File: src/rtl/mult_slice_pkg.sv
// rtl/mult_slice_pkg.sv - mode encodings and per-beat control word for the mult slice
package mult_slice_pkg;

    typedef enum logic [1:0] {
        MODE_MULT = 2'b00,
        MODE_MAC  = 2'b01,
        MODE_DUAL = 2'b10,
        MODE_RSVD = 2'b11
    } mode_e;

    typedef struct packed {
        logic  valid;
        logic  sign;
        mode_e mode;
        logic  acc_clr;
    } beat_ctrl_t;

    localparam int CTRL_WIDTH = $bits(beat_ctrl_t);

endpackage

File: src/rtl/mult_pipe_delay.sv
// rtl/mult_pipe_delay.sv - DEPTH x WIDTH shift register with clock enable and sync reset
module mult_pipe_delay #(
    parameter int DEPTH = 2,
    parameter int WIDTH = 8
) (
    input  logic             clk,
    input  logic             reset,
    input  logic             ce,
    input  logic [WIDTH-1:0] d,
    output logic [WIDTH-1:0] q
);

    generate
        if (DEPTH == 0) begin : g_wire
            assign q = d;
        end else begin : g_regs
            logic [WIDTH-1:0] stages [DEPTH];

            always_ff @(posedge clk) begin
                if (reset) begin
                    for (int i = 0; i < DEPTH; i++) stages[i] <= '0;
                end else if (ce) begin
                    stages[0] <= d;
                    for (int i = 1; i < DEPTH; i++) stages[i] <= stages[i-1];
                end
            end

            assign q = stages[DEPTH-1];
        end
    endgenerate

endmodule

File: src/rtl/mult_mac_pipe_slice.sv
// rtl/mult_mac_pipe_slice.sv - pipelined signed/unsigned multiplier with MAC and dual half-width modes
module mult_mac_pipe_slice
    import mult_slice_pkg::*;
#(
    parameter int A_WIDTH     = 18,
    parameter int B_WIDTH     = 18,
    parameter int ACC_WIDTH   = 48,
    parameter int PIPE_STAGES = 3
) (
    input  logic                 clk,
    input  logic                 reset,
    input  logic                 ce,
    input  logic                 in_valid,
    input  logic                 sign,
    input  logic [1:0]           mode,
    input  logic                 acc_clr,
    input  logic [A_WIDTH-1:0]   A,
    input  logic [B_WIDTH-1:0]   B,
    output logic                 out_valid,
    output logic [ACC_WIDTH-1:0] OUT,
    output logic                 acc_ovf
);

    generate
        if ((A_WIDTH % 2) != 0 || A_WIDTH < 4) begin : g_bad_a
            $error("A_WIDTH must be even and >= 4");
        end
        if ((B_WIDTH % 2) != 0 || B_WIDTH < 4) begin : g_bad_b
            $error("B_WIDTH must be even and >= 4");
        end
        if (ACC_WIDTH < A_WIDTH + B_WIDTH) begin : g_bad_acc
            $error("ACC_WIDTH must be >= A_WIDTH + B_WIDTH");
        end
        if (PIPE_STAGES < 1 || PIPE_STAGES > 4) begin : g_bad_pipe
            $error("PIPE_STAGES must be in 1..4");
        end
    endgenerate

    localparam int AH = A_WIDTH / 2;
    localparam int BH = B_WIDTH / 2;
    localparam int P  = AH + BH;
    localparam int DW = CTRL_WIDTH + ACC_WIDTH;

    // One guard bit per operand turns sign/unsigned into a single signed multiply.
    logic signed [A_WIDTH:0]   a_x;
    logic signed [B_WIDTH:0]   b_x;
    logic signed [AH:0]        al_x, ah_x;
    logic signed [BH:0]        bl_x, bh_x;
    logic signed [ACC_WIDTH-1:0] full_p;
    logic signed [P-1:0]       pl, ph;

    assign a_x  = {sign & A[A_WIDTH-1], A};
    assign b_x  = {sign & B[B_WIDTH-1], B};
    assign al_x = {sign & A[AH-1], A[AH-1:0]};
    assign ah_x = {sign & A[A_WIDTH-1], A[A_WIDTH-1:AH]};
    assign bl_x = {sign & B[BH-1], B[BH-1:0]};
    assign bh_x = {sign & B[B_WIDTH-1], B[B_WIDTH-1:BH]};

    assign full_p = ACC_WIDTH'(a_x) * ACC_WIDTH'(b_x);
    assign pl     = P'(al_x) * P'(bl_x);
    assign ph     = P'(ah_x) * P'(bh_x);

    beat_ctrl_t            ctrl_in;
    logic [ACC_WIDTH-1:0]  prod_in;

    always_comb begin
        ctrl_in.valid   = in_valid;
        ctrl_in.sign    = sign;
        ctrl_in.mode    = mode_e'(mode);
        ctrl_in.acc_clr = acc_clr;
        prod_in         = full_p;
        if (mode_e'(mode) == MODE_DUAL) prod_in = ACC_WIDTH'({ph, pl});
    end

    logic [DW-1:0]         stage_q;
    beat_ctrl_t            ctrl_q;
    logic [ACC_WIDTH-1:0]  prod_q;

    mult_pipe_delay #(
        .DEPTH (PIPE_STAGES - 1),
        .WIDTH (DW)
    ) u_delay (
        .clk   (clk),
        .reset (reset),
        .ce    (ce),
        .d     ({ctrl_in, prod_in}),
        .q     (stage_q)
    );

    assign {ctrl_q, prod_q} = stage_q;

    logic [ACC_WIDTH-1:0] acc;
    logic [ACC_WIDTH:0]   sum_w;
    logic [ACC_WIDTH-1:0] acc_next;
    logic                 ovf_now;

    assign sum_w = {1'b0, acc} + {1'b0, prod_q};

    always_comb begin
        acc_next = ctrl_q.acc_clr ? prod_q : sum_w[ACC_WIDTH-1:0];
        ovf_now  = ctrl_q.sign
                 ? ((acc[ACC_WIDTH-1] == prod_q[ACC_WIDTH-1]) &&
                    (sum_w[ACC_WIDTH-1] != acc[ACC_WIDTH-1]))
                 : sum_w[ACC_WIDTH];
    end

    always_ff @(posedge clk) begin
        if (reset) begin
            out_valid <= 1'b0;
            OUT       <= '0;
            acc       <= '0;
            acc_ovf   <= 1'b0;
        end else if (ce) begin
            out_valid <= ctrl_q.valid;
            if (ctrl_q.valid) begin
                if (ctrl_q.mode == MODE_MAC) begin
                    acc     <= acc_next;
                    OUT     <= acc_next;
                    acc_ovf <= ctrl_q.acc_clr ? 1'b0 : (acc_ovf | ovf_now);
                end else begin
                    OUT <= prod_q;
                end
            end
        end
    end

endmodule

File: config.mk
export PLATFORM = sky130hd
export DESIGN_NAME = mult_mac_pipe_slice
export DESIGN_NICKNAME = d
export VERILOG_FILES = /design/src/rtl/mult_slice_pkg.sv /design/src/rtl/mult_pipe_delay.sv /design/src/rtl/mult_mac_pipe_slice.sv
export SDC_FILE = /design/constraint.sdc
export NUM_CORES = 2
export LEC_CHECK = 0
export CORE_ASPECT_RATIO = 1.1
export CORE_UTILIZATION = 34
export DETAILED_ROUTE_END_ITERATION = 16
export PLACE_DENSITY = 0.52
export SYNTH_ARGS = -nofsm -noshare
export SYNTH_HDL_FRONTEND = slang
export SYNTH_HIERARCHICAL = 1
export SYNTH_SLANG_ARGS = --single-unit
File: constraint.sdc
create_clock -name clk -period 18.1 [get_ports clk]
set_input_delay 3.62 -clock clk [delete_from_list [all_inputs] [get_ports clk]]
set_output_delay 3.62 -clock clk [all_outputs]
set_load 0.01 [all_outputs]
==> results.py <==
metrics = {
    "placement": {
        "port_buffers": 93,
        "place_congestion": 0.876,
        "dp_hpwl_um": 64400,
    },
    "timing": {
        "tightest_slew_ps": 1300,
        "period_needed_ps": 11500,
        "slew_headroom_pct": 12.9,
        "skew_ps": 21.3,
        "finalSetupViolations": 0,
        "drv_slew": 0,
        "max_freq_ghz": 0.0870,
        "rsz0062_at_grt": "no",
        "fin_crit_sh_pct": 63.5,
        "setup-tns-final_ps": 0,
        "hold_ws_ps": 451,
        "finalHoldViolCount": 0,
    },
    "clocking": {
        "cts_resized": 0,
        "cts.sink_count": 204,
        "postCtsHoldBufs": 0,
        "htree_levels": 1,
        "cts_made_buffers": 23,
        "cts_buffer_depth": 3,
        "cts_tree": "built",
        "post_cts_buffers": 0,
        "clk-insertion-delay-late_ps": 530,
        "clk_pin_slew_worst_paths_ps": 70,
        "cts_root_buf": "clkbuf_16",
    },
    "min_path": {
        "hp-class": "reg2reg",
        "min_from": "OUT[18]$_SDFFE_PP0P_",
        "hold_end": "OUT[18]$_SDFFE_PP0P_",
        "hold_depth": 2,
    },
    "synthesis": {
        "synthXorXnorAreaFrac_pct": 2.88,
        "ys_top_cells_by_count": "inv_1 (572), fa_1 (465), nand2_1 (353)",
        "netlist_top_cells_area": "fa_1 (31%), edfxtp_1 (10%), ha_1 (9.8%)",
        "syn-instance-count": 3335,
        "syn_area_um2": 30400,
        "synth_top_area_share_pct": 30.6,
        "synthDistinctLibCells": 100,
        "synth_flop_cell": "edfxtp_1",
        "syn-num-nets": 4082,
        "synth_top_family_by_area": "adder cells",
        "syn_avg_cell_area_um2": 9.13,
        "synth-async-reset-ratio_pct": 0,
        "ys_seq_elements": 204,
        "seq_area_frac_synth_pct": 16.9,
        "post-synth-top-area-cell": "fa_1",
        "synth_fa_ha_area_share_pct": 40.4,
        "synth.most_common_cell": "inv_1",
        "synth-edff-count": 106,
        "synth_simple_gate_area_share_pct": 16.9,
        "synth-compound-area-share_pct": 11.5,
        "yosysWarnings": 6,
        "muxShareOfSynthArea_pct": 0.460,
    },
    "critical_path": {
        "path_buf_inv": 5,
        "crit_path_end_kind": "flip-flop",
        "rr_endpoint": "OUT[45]$_SDFFE_PP0P_",
        "path_class": "in2reg",
        "timing.reg2reg.setup_slack_ps": 14680,
        "path_cells": "clkdlybuf4s50_1 -> nand2_1 -> or2_2 -> fa_1 -> fa_1 -> inv_1 -> fa_1 -> fa_1 -> fa_1 -> fa_1 -> inv_1 -> fa_1 -> inv_1 -> ha_1 -> and3_1 -> nand3_1 -> o22ai_1 -> a41oi_1 -> o211ai_1 -> a31oi_1 -> o211ai_1 -> o31ai_1 -> buf_4 -> and3b_2",
        "cp_common_cell": "fa_1",
        "critical-path-max-stage-delay_ps": 980,
        "cp.arrival_ps": 11770,
        "critPathRequiredTime_ps": 18370,
        "r2r_cells": 10,
        "cp_slowest_cell": "clkdlybuf4s50_1",
        "path_max_fanout": 21,
        "critPathLaunchType": "primary input",
        "worstSetupStartpoint": "B[17]",
        "rr_startpoint": "u_delay/g_regs.stages[0][67]$_SDFFCE_PN0P_",
        "cp_top_family": "adder cells",
    },
    "global_routing": {
        "grt_max_degree": 103,
        "grt_use_total_pct": 18.3,
        "grt_pass1_wl_um": 131000,
        "grt_pass1_vias": 22983,
        "antenna_found_initial": 1,
        "overflow": 0,
    },
    "die": {
        "die_w_um": 287,
        "rows": 114,
        "initial_core_util_pct": 34.5,
        "dieArea_um2": 90700,
        "core_area_um2": 88300,
        "io_pins": 94,
        "die_y_um": 316,
    },
    "detailed_routing": {
        "dr.pass1.iters": 5,
        "vias": 22245,
        "post-route-drc-count": 0,
        "ant_nets": 0,
        "vias_per_cell": 5.01,
        "routed_wirelength_um": 82300,
        "routedWlPerCell_um": 18.5,
        "drtIter0Drc": 1086,
    },
    "finish": {
        "drive_gt1_share_pct": 5.24,
        "nNetsFinal": 4015,
        "area_delta_synth_final_pct": 7.42,
        "diodes": 0,
    },
    "run_status": {
        "status": "finished clean",
    },
    "run": {
        "cap_violations": 0,
    },
}
tightest hold or removal path: stages (launching register included):
cell,delay [ps]
dfxtp_1,310
nand2_1,50
a21oi_1,50
sequential cells by signal, summed over array words and instances (netlist names):
register	count
OUT	48
acc	48
acc_ovf	1
out_valid	1
u_delay/g_regs.stages	106
worst max-delay path by stage:
stage / cells past startpoint / endpoint
CTS: 24 / u_delay/g_regs.stages[0][45]$_SDFFCE_PN0P_
global route: 24 / u_delay/g_regs.stages[0][43]$_SDFFCE_PN0P_
finish: 24 / u_delay/g_regs.stages[0][45]$_SDFFCE_PN0P_
floorplan: 22 / u_delay/g_regs.stages[0][39]$_SDFFCE_PN0P_
global placement: 24 / u_delay/g_regs.stages[0][39]$_SDFFCE_PN0P_
detailed placement: 24 / u_delay/g_regs.stages[0][45]$_SDFFCE_PN0P_
final cells by class:
cell class,count,area (um2)
inverter,574,2150
clock inverter,13,126
clock buffer,28,657
multi-input combinational,2334,22000
timing repair buffer,131,1210
fill,8986,55600
tap,1160,1450
sequential,204,5140
per-layer routing:
metal / part of all wire (%) / vias up / routed length (um) / GRT usage (%)
li1: - / 10587 / - / -
met3: 3.6 / 80 / 2970 / 1.15
met2: 49 / 467 / 40300 / 32.0
met4: 1.7 / 0 / 1440 / 3.78
met5: 0 / - / 0 / 0
met1: 46 / 11111 / 37600 / 24.8
cell families after synthesis:
| kind of cell | count (synthesis) |
|---|---|
| AOI/OAI and AO/OA | 539 |
| xor gates and xnor gates | 100 |
| adders and majority gates | 703 |
| buffers and inverters | 797 |
| DFF | 204 |
| muxes | 14 |
| and+or+nand+nor | 978 |
through the flow:
| stage | std cells | util (%) | worst slack [ps] | cell area [um2] |
|---|---|---|---|---|
| 2_1_floorplan | 3335 | - | 7850 | 30400 |
| 3_3_place_gp | 4403 | 36.2 | 6160 | 31900 |
| 3_5_place_dp | 4403 | 36.2 | 6050 | 31900 |
| 4_1_cts | 4444 | 37.0 | 6600 | 32700 |
| 5_1_grt | 4444 | 37.0 | 6210 | 32700 |
| 6_report | 4444 | 37.0 | 6600 | 32700 |
placed cells by master, fill, tap and decap left out, drive strengths merged, types with 14 or more instances in the layout:
cell type	Yosys	final
inv	573	575
a21oi	167	167
edfxtp	106	106
o211ai	23	23
ha	238	238
or2	18	18
mux2i	14	14
xnor2	65	65
nand2	354	354
nand3	57	57
fa	465	465
and3	28	28
buf	87	40
a21o	51	51
nor2	155	155
and2	151	151
a211oi	45	45
o21ai	124	124
clkdlybuf4s50	1	91
nor3	31	31
a311oi	16	16
xor2	35	35
nand4	14	14
and3b	107	107
dfxtp	98	98
a31oi	17	17
or3	17	17
o21bai	14	14
clkbuf	134	28
Power is not shown: default switching activity piles up to over one toggle a cycle in this logic, so the estimate is an artifact.
